===== config.mk =====
export PLATFORM = sky130hd
export DESIGN_NAME = multicycle_control_fsm
export DESIGN_NICKNAME = d
export VERILOG_FILES = /design/src/rtl/ctrl_pkg.sv /design/src/rtl/opcode_decode.sv /design/src/rtl/multicycle_control_fsm.sv
export SDC_FILE = /design/constraint.sdc
export NUM_CORES = 1
export LEC_CHECK = 0
export CORE_ASPECT_RATIO = 1.2
export CORE_UTILIZATION = 35
export DETAILED_ROUTE_END_ITERATION = 12
export PLACE_DENSITY = 0.87
export SLEW_MARGIN = 10
export SYNTH_ARGS = -nofsm -noshare
export SYNTH_HDL_FRONTEND = slang
export SYNTH_SLANG_ARGS = --single-unit

===== constraint.sdc =====
create_clock -name clock -period 2.4 [get_ports clock]
set_clock_uncertainty 0.1 [all_clocks]
set_input_delay 0.24 -clock clock [delete_from_list [all_inputs] [get_ports clock]]
set_output_delay 0.24 -clock clock [all_outputs]
set_load 0.02 [all_outputs]

===== src/rtl/ctrl_pkg.sv =====
// Shared types and encodings for the multicycle control unit.
// Opcodes are 6 bits and are zero-extended when OPC_W is wider.
package ctrl_pkg;

  typedef enum logic [2:0] {
    FETCH  = 3'd0,
    DECODE = 3'd1,
    EXEC   = 3'd2,
    MEM    = 3'd3,
    WB     = 3'd4
  } state_t;

  localparam logic [5:0] OP_AND  = 6'b100000;
  localparam logic [5:0] OP_LW   = 6'b100011;
  localparam logic [5:0] OP_SW   = 6'b101011;
  localparam logic [5:0] OP_JR   = 6'b001000;
  localparam logic [5:0] OP_JAL  = 6'b000011;
  localparam logic [5:0] OP_NOR  = 6'b100110;
  localparam logic [5:0] OP_NORI = 6'b001110;
  localparam logic [5:0] OP_NOT  = 6'b000100;
  localparam logic [5:0] OP_BLEU = 6'b010000;
  localparam logic [5:0] OP_ROLV = 6'b000000;
  localparam logic [5:0] OP_RORV = 6'b000010;

  localparam logic [1:0] ASB_REG   = 2'b00;
  localparam logic [1:0] ASB_FOUR  = 2'b01;
  localparam logic [1:0] ASB_IMM   = 2'b10;
  localparam logic [1:0] ASB_SHIMM = 2'b11;

  localparam logic [1:0] PCS_ALU    = 2'b00;
  localparam logic [1:0] PCS_ALUOUT = 2'b01;
  localparam logic [1:0] PCS_JUMP   = 2'b10;
  localparam logic [1:0] PCS_REG    = 2'b11;

endpackage


===== src/rtl/opcode_decode.sv =====
// Combinational opcode classifier feeding the control FSM.
// is_imm marks nori, the only immediate-ALU instruction.
module opcode_decode
  import ctrl_pkg::*;
#(
  parameter int OPC_W = 6
) (
  input  logic [OPC_W-1:0] opc,
  output logic             is_rtype,
  output logic             is_imm,
  output logic             is_mem,
  output logic             is_load,
  output logic             is_branch,
  output logic             is_jump,
  output logic             is_link,
  output logic             legal
);

  logic op_and, op_lw, op_sw, op_jr, op_jal, op_nor, op_nori, op_not, op_bleu, op_rolv, op_rorv;

  assign op_and  = (opc == OPC_W'(OP_AND));
  assign op_lw   = (opc == OPC_W'(OP_LW));
  assign op_sw   = (opc == OPC_W'(OP_SW));
  assign op_jr   = (opc == OPC_W'(OP_JR));
  assign op_jal  = (opc == OPC_W'(OP_JAL));
  assign op_nor  = (opc == OPC_W'(OP_NOR));
  assign op_nori = (opc == OPC_W'(OP_NORI));
  assign op_not  = (opc == OPC_W'(OP_NOT));
  assign op_bleu = (opc == OPC_W'(OP_BLEU));
  assign op_rolv = (opc == OPC_W'(OP_ROLV));
  assign op_rorv = (opc == OPC_W'(OP_RORV));

  assign is_rtype  = op_and | op_nor | op_not | op_rolv | op_rorv;
  assign is_imm    = op_nori;
  assign is_mem    = op_lw | op_sw;
  assign is_load   = op_lw;
  assign is_branch = op_bleu;
  assign is_jump   = op_jr | op_jal;
  assign is_link   = op_jal;
  assign legal     = is_rtype | is_imm | is_mem | is_branch | is_jump;

endmodule


===== src/rtl/multicycle_control_fsm.sv =====
// Multicycle control unit: sequences FETCH/DECODE/EXEC/MEM/WB and drives datapath controls.
// FETCH/MEM completion strobes and mem_err depend on mem_ready; all else is Moore.
//
// state  | meaning
// FETCH  | read instruction at PC, load IR and PC+4 on mem_ready; retry on timeout
// DECODE | classify opcode, precompute branch target
// EXEC   | ALU operation, address calc, or branch/jump completion
// MEM    | data access for lw/sw, held until mem_ready or timeout
// WB     | register-file write
module multicycle_control_fsm
  import ctrl_pkg::*;
#(
  parameter int OPC_W       = 6,
  parameter int ALU_W       = 5,
  parameter int MEM_TIMEOUT = 15,
  parameter int CNT_W       = $clog2(MEM_TIMEOUT + 1)
) (
  input  logic             clock,
  input  logic             reset,
  input  logic [31:0]      ins,
  input  logic             mem_ready,
  output logic             pc_write,
  output logic             pc_write_cond,
  output logic             ir_write,
  output logic             iord,
  output logic             mem_read,
  output logic             mem_write,
  output logic             mem_to_reg,
  output logic             reg_write,
  output logic             reg_dst,
  output logic             alu_src_a,
  output logic [1:0]       alu_src_b,
  output logic [1:0]       pc_src,
  output logic [ALU_W-1:0] alu_control,
  output logic [2:0]       state,
  output logic             mem_err,
  output logic             illegal
);

  state_t           cur_state, next_state;
  logic [CNT_W-1:0] wait_cnt, wait_cnt_nxt;
  logic             waiting, timeout;
  logic             is_rtype, is_imm, is_mem, is_load, is_branch, is_jump, is_link, legal;
  logic             unused_ins;

  opcode_decode #(.OPC_W(OPC_W)) u_dec (
    .opc      (ins[31 -: OPC_W]),
    .is_rtype (is_rtype),
    .is_imm   (is_imm),
    .is_mem   (is_mem),
    .is_load  (is_load),
    .is_branch(is_branch),
    .is_jump  (is_jump),
    .is_link  (is_link),
    .legal    (legal)
  );

  assign alu_control = ins[31 -: ALU_W];
  assign state       = cur_state;
  assign timeout     = (wait_cnt == CNT_W'(MEM_TIMEOUT));
  assign unused_ins  = ^ins;

  always_ff @(posedge clock or posedge reset) begin
    if (reset) begin
      cur_state <= FETCH;
      wait_cnt  <= '0;
    end else begin
      cur_state <= next_state;
      wait_cnt  <= wait_cnt_nxt;
    end
  end

  // Counter only advances while stalled; any state change or timeout clears it.
  assign wait_cnt_nxt = waiting ? wait_cnt + CNT_W'(1) : '0;

  always_comb begin
    next_state    = cur_state;
    waiting       = 1'b0;
    pc_write      = 1'b0;
    pc_write_cond = 1'b0;
    ir_write      = 1'b0;
    iord          = 1'b0;
    mem_read      = 1'b0;
    mem_write     = 1'b0;
    mem_to_reg    = 1'b0;
    reg_write     = 1'b0;
    reg_dst       = 1'b0;
    alu_src_a     = 1'b0;
    alu_src_b     = ASB_REG;
    pc_src        = PCS_ALU;
    mem_err       = 1'b0;
    illegal       = 1'b0;
    case (cur_state)
      FETCH: begin
        mem_read  = 1'b1;
        alu_src_b = ASB_FOUR;
        if (mem_ready) begin
          ir_write   = 1'b1;
          pc_write   = 1'b1;
          pc_src     = PCS_ALU;
          next_state = DECODE;
        end else if (timeout) begin
          mem_err = 1'b1;
        end else begin
          waiting = 1'b1;
        end
      end
      DECODE: begin
        alu_src_b = ASB_SHIMM;
        if (legal) begin
          next_state = EXEC;
        end else begin
          illegal    = 1'b1;
          next_state = FETCH;
        end
      end
      EXEC: begin
        next_state = FETCH;
        if (is_rtype) begin
          alu_src_a  = 1'b1;
          alu_src_b  = ASB_REG;
          next_state = WB;
        end else if (is_imm) begin
          alu_src_b  = ASB_IMM;
          next_state = WB;
        end else if (is_mem) begin
          alu_src_a  = 1'b1;
          alu_src_b  = ASB_IMM;
          next_state = MEM;
        end else if (is_branch) begin
          alu_src_a     = 1'b1;
          alu_src_b     = ASB_REG;
          pc_write_cond = 1'b1;
          pc_src        = PCS_ALUOUT;
        end else if (is_jump) begin
          pc_write = 1'b1;
          if (is_link) begin
            pc_src     = PCS_JUMP;
            reg_write  = 1'b1;
            mem_to_reg = 1'b1;
          end else begin
            pc_src = PCS_REG;
          end
        end
      end
      MEM: begin
        iord      = 1'b1;
        mem_read  = is_load;
        mem_write = ~is_load;
        if (mem_ready) begin
          next_state = is_load ? WB : FETCH;
        end else if (timeout) begin
          mem_err    = 1'b1;
          next_state = FETCH;
        end else begin
          waiting = 1'b1;
        end
      end
      WB: begin
        reg_write  = 1'b1;
        reg_dst    = is_rtype;
        mem_to_reg = is_load;
        next_state = FETCH;
      end
      default: next_state = FETCH;
    endcase
  end

endmodule


==> results of run 1 <==
cell families after synthesis:
kind of cell             Yosys count
AO/OA/AOI/OAI                     15
buffers and inverters             10
flip-flops                         7
adder cells (fa/ha/maj)            2
AND/OR/NAND/NOR                   53
XOR/XNOR                           5
cell usage in the layout, fill, tap and decap left out, drive strengths merged, types with 4 or more instances in the layout:
| cell | n |
|---|---|
| dfrtp | 7 |
| nand3 | 4 |
| nand2b | 6 |
| clkbuf | 5 |
| nand2 | 8 |
| clkdlybuf4s50 | 17 |
| buf | 27 |
| nor2b | 5 |
| nand3b | 4 |
| nor2 | 9 |
| dlygate4sd2 | 9 |
cells in the mapped netlist, drive strengths merged, types with 2 or more instances:
cell | instances | share of area, %
a2111oi | 2 | 5.7
xor2 | 2 | 2.4
nor2b | 5 | 4.2
inv | 2 | 1.0
o21ai | 3 | 2.0
nor2 | 9 | 4.6
dfrtp | 7 | 24
a21oi | 3 | 2.0
or3 | 2 | 1.7
nand4bb | 2 | 3.0
nor4 | 2 | 1.7
nand2 | 8 | 4.0
nor4b | 2 | 3.2
nand3b | 4 | 4.0
nor3 | 2 | 1.3
xnor2 | 3 | 3.5
buf | 7 | 6.4
nand2b | 6 | 5.1
nand3 | 4 | 2.7
and2 | 3 | 2.5
worst paths after layout:
path / end / slack [ns] / cells after the start
max in group asynchronous: state[0]$_DFFE_PP0P_ / 1.86 / 2
min in group clock: wait_cnt[0]$_DFF_PP0_ / 0.37 / 1
hold reg to reg: wait_cnt[0]$_DFF_PP0_ / 0.37 / 1
hold / removal: wait_cnt[1]$_DFF_PP0_ / 0.11 / 2
setup / recovery: illegal / 0.14 / 7
setup reg to reg: wait_cnt[3]$_DFF_PP0_ / 0.88 / 5
final cells by class:
| type | count | area (um2) |
|---|---|---|
| multi-input cells | 75 | 530.5 |
| clock buffers | 4 | 26.28 |
| inverters | 2 | 7.507 |
| fillers | 175 | 663.1 |
| well taps | 19 | 23.77 |
| flip-flops and latches | 7 | 176.4 |
| repair buffers | 57 | 486.7 |
worst register-to-register path, cell delays in order (launching register included):
cell and delay [ns]:
dfrtp_1 0.38, buf_4 0.16, xor2_1 0.16, or3_1 0.35, nand2b_1 0.18, nor2_1 0.11
state kept, by name, indices dropped and copies added, names as in the netlist:
signal / flops
wait_cnt: 4
state: 3
stage by stage:
step	std cells	power [mW]	hold WS (ns)
after global routing	164	0.5266	0.1330
after CTS	164	0.4925	0.1193
after global placement	160	0.3851	0.3478
final	164	0.4938	0.1113
after floorplan	92	0.2714	-0.05660
after detailed placement	160	0.3906	0.3616
layer usage:
| layer | wire, um | vias up |
|---|---|---|
| met4 | 39 | 0 |
| met2 | 1189 | 30 |
| met3 | 86 | 4 |
| li1 | - | 428 |
| met5 | 0 | - |
| met1 | 835 | 406 |
where the power goes:
part,total (mW),leakage (nW),internal (mW),switching [mW]
Clock,0.109,0.0150,0.0636,0.0458
Sequential,0.148,0.0933,0.130,0.0173
Combinational,0.237,0.486,0.117,0.120
Total,0.494,0.594,0.311,0.183
timing repair:
item / 4_1_cts / 5_1_grt
hold buffers: 0 / 0
endpoints found under the setup margin: 12 / 5
resized for setup: 21 / 8
pin swaps: 0 / 2
setup buffers: 0 / 0
==> impl_metrics.yaml, run 1 <==
status:
  status: "complete, no violations"
grt:
  use_met3_pct: 3.103
  track_usage_pct: 20.53
  grt_max_degree: 12
  grt_pass1_vias: 895
  antenna_found_initial: 0
  grt_use_met1_pct: 20.55
  grt_overflow: 0
  top_usage_layer: "met2"
  grt_use_met2_pct: 38.48
  grt_pass1_wl_um: 3525
synth:
  synth-simple-area-share_pct: 42.33
  syn_avg_cell_area_um2: 8.065
  muxShareOfSynthArea_pct: 0
  netlist_area_um2: 742.0
  netlist_instances: 92
  async_flop_share_pct: 100.0
  synth_edf_count: 0
  synth_nets: 128
  synth_top_family_by_area: "simple AND/OR/NAND/NOR gates"
  ys_seq_area_share_pct: 23.61
  synth-compound-area-share_pct: 17.20
  synthFlopType: "dfrtp_1"
  yosys.cell_types.count: 38
  synth-adder-area-share_pct: 3.035
  ys_warn_count: 0
  synth_xor_xnor_area_share_pct: 5.902
  ys_ff_latch: 7
place:
  hpwl_um: 1665
  postPlaceCellArea_mm2: 0.001222
  place_worst_setup_slack_ns: -0.3713
  gp_congestion: 0.8480
  io_buffers: 32
layout:
  diodes: 0
  drive_gt1_share_pct: 28.28
  fin_area_mm2: 0.001251
  fin_nets: 182
  postLayoutCoreUtil_pct: 65.36
  syn_to_final_growth_pct: 68.63
critical_path:
  crit_required_ns: 2.06
  startpoint: "ins[26]"
  crit_chain: "clkdlybuf4s50_1, or3b_4, a2111oi_4, buf_4, a2111oi_4, nor2b_1, buf_2"
  crit_buf_inv: 3
  cp_common_cell: "a2111oi_4"
  critPathTopFamily: "buffers and inverters"
  cp.arrival_ns: 1.92
  r2r_start: "state[1]$_DFFE_PP0P_"
  slowest_delay_ns: 0.42
  critPathSlowestCell: "clkdlybuf4s50_1"
  worstSetupEndpointType: "output port"
  crit_type: "in -> out"
  startpoint_type: "input pin"
  cp_max_fo: 2
route:
  wl_um: 2150
  vias: 868
  ant_nets: 0
  drc: 0
  avgViaCountPerCell: 5.293
  avgRoutedWirePerCell_um: 13.11
  drt_iter0_drc: 9
  dr.pass1.iters: 6
die:
  start_util_pct: 38.76
  rows: 17
  core_mm2: 0.001914
  ioPinCount: 59
  die_area_mm2: 0.002309
  die_x_um: 44.03
  die_y_um: 52.44
sta:
  fin_tns_setup_ns: 0
  fin_ws_ns: 0.1423
  rsz0062_at_grt: "no"
  maxSlewHeadroom_pct: 76.24
  final_min_period_over_clock_period_pct: 94.07
  period_minus_slack_ns: 2.258
  maxSlewViolCount: 0
  worst_pin_slew_ns: 0.3550
  setup_violations: 0
  max_freq_mhz: 442.9
  hold_violations: 0
power_and_ir_drop:
  p_leak_nw: 0.5941
  p_per_area_mw_per_mm2: 394.6
  max-vdd-ir-drop_mv: 0.1888
cts:
  max-clock-path-buffers: 2
  cts_tree: "built"
  cts_max_level: 1
  numCtsBuffers: 3
  clock_latency_ns: 0.25
  cts_root_buf: "clkbuf_4"
  path_clk_slew_ns: 0.05
  cts_sinks: 7
flow_run:
  maxCapViolations: 0
worst_hold_path:
  hold_class: "in -> async"
(Power assumes the default switching activity.)
==> run 2, diff against run 1 <==
SKIP_LAST_GASP = 1   (was not set)
==> run 2 against run 1 <==
Compared with the run above: cell area is 1.9% lower; hold slack better by 0.0028 ns; routed wire length is 4.1% lower; register-to-register slack hardly changed; total power is 1.4% lower; fmax is 3.3% lower; sequential power hardly changed; die area stayed put; worst setup slack worse by 0.076 ns; largest power group unchanged.
==> impl_metrics.yaml, run 2 (same netlist as run 1, synthesis figures left out) <==
critical_path:
  r2r_end: "wait_cnt[3]$_DFF_PP0_"
  cp.arrival_ns: 1.99
  crit_required_ns: 2.06
  startpoint_type: "input pin"
  worstSetupEndpointType: "output port"
  r2r_start: "state[1]$_DFFE_PP0P_"
  reg2regPathDepth: 5
  crit_type: "in -> out"
  cp_max_fo: 4
  r2r_slack_ns: 0.88
die:
  core_mm2: 0.001914
  ioPinCount: 59
  die_area_mm2: 0.002309
  start_util_pct: 38.76
  die_y_um: 52.44
  rows: 17
  die_x_um: 44.03
layout:
  final_cell_mix: "25 x buf_4, 19 x clkdlybuf4s50_1, 9 x nor2_1"
  syn_to_final_growth_pct: 65.43
  final_common_cell: "buf_4"
  drive_gt1_share_pct: 30.34
  n_fill_cell: 176
  diodes: 0
  largest_reg_flops: 4
  multi_input_area_um2: 516.7
  stdcell_count: 164
  final-seq-area_um2: 176.4
  largest_register: "wait_cnt"
  fin_nets: 182
route:
  ant_nets: 0
  wl_um: 2062
  dr.pass1.iters: 6
  drc: 0
  drt_iter0_drc: 6
  vias: 850
  avgViaCountPerCell: 5.183
  avgRoutedWirePerCell_um: 12.57
place:
  hpwl_um: 1665
  io_buffers: 32
  placed_cells: 160
  gp_congestion: 0.8480
power_and_ir_drop:
  p_sw_mw: 0.1780
  power_frac_seq_pct: 30.1
  max-vdd-ir-drop_mv: 0.1751
  internal-power_mw: 0.3088
  clockPowerShare_pct: 22.1
  p_leak_nw: 0.5836
  p_sw_share_pct: 36.57
  p_per_area_mw_per_mm2: 396.6
  p_comb_share_pct: 47.8
sta:
  rsz0062_at_grt: "yes"
  maxSlewViolCount: 0
  hold_violations: 0
  final_min_period_over_clock_period_pct: 97.24
  setup_violations: 0
  max_freq_mhz: 428.5
  period_minus_slack_ns: 2.334
  worst_pin_slew_ns: 0.3306
  holdWs_ns: 0.1141
  maxSlewHeadroom_pct: 77.65
grt:
  track_usage_pct: 20.53
  antenna_found_initial: 0
  grt_overflow: 0
  grt_pass1_wl_um: 3525
  grt_max_degree: 12
  grt_pass1_vias: 895
cts:
  numCtsBuffers: 3
  clock_latency_ns: 0.25
  cts_root_buf: "clkbuf_4"
  max-clock-path-buffers: 2
  post_cts_buffers: 0
  cts_sinks: 7
  cts_max_level: 1
  path_clk_slew_ns: 0.05
  cts_tree: "built"
worst_hold_path:
  hold_class: "in -> async"
status:
  status: "complete, no violations"
flow_run:
  maxCapViolations: 0
## run 2: power by group through the flow
stage | Clock (mW) | Combinational [mW] | Sequential (mW)
after floorplan | 0 | 0.126 | 0.146
after global placement | 0 | 0.239 | 0.146
after detailed placement | 0 | 0.243 | 0.147
after CTS | 0.111 | 0.236 | 0.145
after global routing | 0.120 | 0.254 | 0.149
final | 0.108 | 0.233 | 0.146
## run 2: worst max-delay path by stage
| stage | startpoint | end | slack (ns) | cells after the start |
|---|---|---|---|---|
| final | ins[29] | illegal | 0.07 | 7 |
| after global routing | ins[29] | illegal | -0.05 | 7 |
| after CTS | ins[29] | illegal | -0.15 | 7 |
| after detailed placement | ins[29] | illegal | -0.37 | 7 |
| after global placement | ins[29] | pc_write | -0.33 | 6 |
| after floorplan | state[1]$_DFFE_PP0P_ | pc_write_cond | 0.42 | 4 |
## run 2: final cells by class
cell class / instances / area share (%)
repair buffers: 57 / 38.84
multi-input cells: 75 / 42.10
clock buffers: 4 / 2.141
flip-flops and latches: 7 / 14.37
inverters: 2 / 0.6116
well taps: 19 / 1.937
## run 2: routing by layer
layer  track usage (%)  wire [um]  vias to the layer above
li1                  -          -                      427
met1             20.55        805                      391
met2             38.48       1136                       28
met3             3.103         80                        4
met4             12.63         39                        0
met5                 0          0                        -
## run 2: through the flow
stage                     setup slack [ns]  util (%)  total power, mW  setup TNS (ns)  cell area [um2]
final                              0.06615     64.12           0.4868               0             1227
after global routing              -0.05497     64.12           0.5222        -0.06172             1227
after CTS                          -0.1538     64.44           0.4914         -0.1690             1234
after detailed placement           -0.3713     63.86           0.3906          -2.202             1222
after global placement             -0.3255     63.86           0.3851          -1.782             1222
after floorplan                     0.4186         -           0.2714               0            742.0
## run 2: repair_timing
| item | in CTS | in global routing |
|---|---|---|
| endpoints found under the hold margin | 0 | 0 |
| hold buffers | 0 | 0 |
| setup endpoints to repair | 12 | 9 |
| pin swaps | 0 | 1 |
| resized for setup | 16 | 13 |
| gates cloned | 0 | 0 |
## run 2: critical path, cell delays in order
cell and delay (ns):
clkdlybuf4s50_1 0.52, or3b_4 0.41, a2111oi_4 0.31, buf_4 0.17, a2111oi_2 0.04, nor2b_1 0.15
clkbuf_2 0.15
==> run 3, diff against run 2 <==
ABC_AREA = 1   (was not set)
CORE_UTILIZATION = 33   (was 35)
==> run 3 against run 2 <==
Compared with the run above: the run now ends with setup timing left; routed wire length decreased by 12%; worst setup slack worse by 0.080 ns; non-clock buffer count fell by 14; clock power is 4% lower; via count decreased by 0.82%; largest power group unchanged; register-to-register slack better by 0.04 ns.
==> impl_metrics.yaml, run 3 <==
status:
  status: "complete, but fails checks"
  violations: "setup timing"
cts:
  numCtsBuffers: 3
  max-clock-path-buffers: 2
  cts_root_buf: "clkbuf_4"
  clock_latency_ns: 0.25
  cts_tree: "built"
  postCtsHoldBufs: 0
  path_clk_slew_ns: 0.05
  cts_sinks: 7
  cts_max_level: 1
power_and_ir_drop:
  power_mw: 0.6999
  max-vdd-ir-drop_mv: 0.2938
  p_per_area_mw_per_mm2: 640.7
  p_leak_nw: 0.6007
synth:
  yosys.cell_types.count: 22
  synth-adder-area-share_pct: 1.890
  yosysTopAreaCellShare_pct: 26.47
  ys_seq_area_share_pct: 26.47
  muxShareOfSynthArea_pct: 0
  ys_ff_latch: 7
  async_flop_share_pct: 100.0
  netlist_area_um2: 661.9
  synth_edf_count: 0
  synthFlopType: "dfrtp_1"
  synth_nets: 142
  synth-compound-area-share_pct: 10.21
  ys_warn_count: 0
  synth_top_cell_by_area: "dfrtp_1"
  synth_area_leaders: "dfrtp_1 26%, inv_1 10%, nor2_1 10%"
  synth_xor_xnor_area_share_pct: 2.647
  syn_avg_cell_area_um2: 6.244
  synth-simple-area-share_pct: 42.34
  synth_top_family_by_area: "simple AND/OR/NAND/NOR gates"
  yosys-top-cells-count: "18 x inv_1, 18 x nor2_1, 17 x nand2_1"
  netlist_instances: 106
route:
  avgRoutedWirePerCell_um: 10.87
  wl_um: 1815
  drt_iter0_drc: 22
  vias: 843
  dr.pass1.iters: 4
  avgViaCountPerCell: 5.048
  ant_nets: 0
  drc: 0
critical_path:
  cp_max_fo: 5
  worstSetupEndpointType: "output port"
  cp_common_cell: "clkdlybuf4s50_1"
  crit_chain: "clkdlybuf4s50_1, buf_4, nor2_1, nand3_1, nand2_1, inv_1, o22ai_1, clkdlybuf4s50_1"
  crit_buf_inv: 4
  critPathSlowestCell: "clkdlybuf4s50_1"
  cp.arrival_ns: 2.07
  startpoint_type: "input pin"
  critPathTopFamily: "buffers and inverters"
  slowest_delay_ns: 0.64
  crit_required_ns: 2.06
  crit_type: "in -> out"
sta:
  hold_violations: 0
  fin_ws_ns: -0.01381
  worst_pin_slew_ns: 0.2742
  final_min_period_over_clock_period_pct: 100.6
  max_freq_mhz: 414.3
  maxSlewHeadroom_pct: 81.65
  maxSlewViolCount: 0
  setup_violations: 1
  rsz0062_at_grt: "yes"
  period_minus_slack_ns: 2.414
layout:
  largest_reg_flops: 4
  diodes: 0
  final_common_cell: "clkdlybuf4s50_1"
  multi_input_area_um2: 387.9
  fin_nets: 185
  final-seq-area_um2: 175.2
  syn_to_final_growth_pct: 65.03
  drive_gt1_share_pct: 16.22
  stdcell_count: 167
  n_fill_cell: 186
  largest_register: "wait_cnt"
  final_cell_mix: "24 x clkdlybuf4s50_1, 18 x inv_1, 18 x nor2_1"
grt:
  antenna_found_initial: 0
  grt_max_degree: 8
  grt_pass1_wl_um: 2911
  grt_pass1_vias: 765
  track_usage_pct: 17.34
  grt_overflow: 0
place:
  gp_congestion: 0.7765
  io_buffers: 32
  hpwl_um: 1465
  placed_cells: 160
die:
  die_area_mm2: 0.002190
  die_y_um: 51.06
  die_x_um: 42.89
  start_util_pct: 35.36
  ioPinCount: 59
  core_mm2: 0.001872
  rows: 17
flow_run:
  maxCapViolations: 0
worst_hold_path:
  hold_class: "in -> async"
-- run 3: changes by cell type after synthesis, sizes merged, moves of 3 or more --
cell    before  now
and2         3    0
nand3        4   13
nor2b        5    0
nand2        8   19
nand4        1    4
nand3b       4    0
nor2         9   23
inv          2   19
nand2b       6    0
-- run 3: worst paths after layout --
path / slack [ns] / end / from / cells past startpoint
worst max-delay path: -0.01 / pc_write / ins[28] / 8
worst min-delay path: 0.12 / state[0]$_DFFE_PP0P_ / reset / 2
worst max register to register: 0.92 / state[0]$_DFFE_PP0P_ / state[2]$_DFFE_PP0P_ / 7
worst min register to register: 0.36 / wait_cnt[0]$_DFF_PP0_ / wait_cnt[0]$_DFF_PP0_ / 1
max in group asynchronous: 1.87 / wait_cnt[2]$_DFF_PP0_ / reset / 2
min in group clock: 0.36 / wait_cnt[0]$_DFF_PP0_ / wait_cnt[0]$_DFF_PP0_ / 1
-- run 3: cell families after synthesis --
family / Yosys count
adders and majority gates: 1
and+or+nand+nor: 61
buffers and inverters: 24
AOI/OAI and AO/OA: 11
DFF: 7
xor gates and xnor gates: 2
-- run 3: power by group --
part	leakage [nW]	internal [mW]	switching, mW
combinational	0.491	0.180	0.240
clock	0.0150	0.0632	0.0404
sequential	0.0945	0.145	0.0320
-- run 3: metal layers --
metal | up-vias | GRT usage (%) | wire length (um) | share of wire [%]
met3 | 2 | 2.827 | 146 | 8.0
li1 | 422 | - | - | -
met2 | 42 | 33.33 | 966 | 53
met4 | 0 | 8.854 | 23 | 1.3
met5 | - | 0 | 0 | 0
met1 | 377 | 17.35 | 679 | 37
-- run 3: worst reg2reg max path, delay by kind of cell, from the launching register on --
kind	cells	cell delay, ns
AOI/OAI and AO/OA	2	0.22
buffers and inverters	2	0.23
DFF	1	0.42
and+or+nand+nor	3	0.44
-- run 3: layout make-up --
class / count / area share, %
clock buffer: 4 / 2.405
inverter: 19 / 6.529
multi-input combinational: 75 / 35.51
sequential: 7 / 16.04
tap: 19 / 2.176
timing repair buffer: 43 / 37.34
-- run 3: repair_timing --
item / CTS / global route
buffers inserted: 3 / 0
endpoints found under the hold margin: 0 / 0
resized for setup: 5 / 5
cloned: 0 / 0
setup endpoints to repair: 5 / 7
pin swaps: 1 / 0
-- run 3: through the flow --
stage,hold slack (ns),TNS [ns],cell area (um2),setup WS [ns],util (%)
final,0.1204,-0.01381,1092,-0.01381,58.36
after global routing,0.1441,-0.2757,1092,-0.1244,58.36
after CTS,0.1268,-0.01819,1077,-0.01819,57.55
after detailed placement,0.3649,-0.1958,1028,-0.05402,54.95
after global placement,0.3533,-0.1007,1028,-0.05338,54.95
after floorplan,-0.05660,0,661.9,0.6816,-
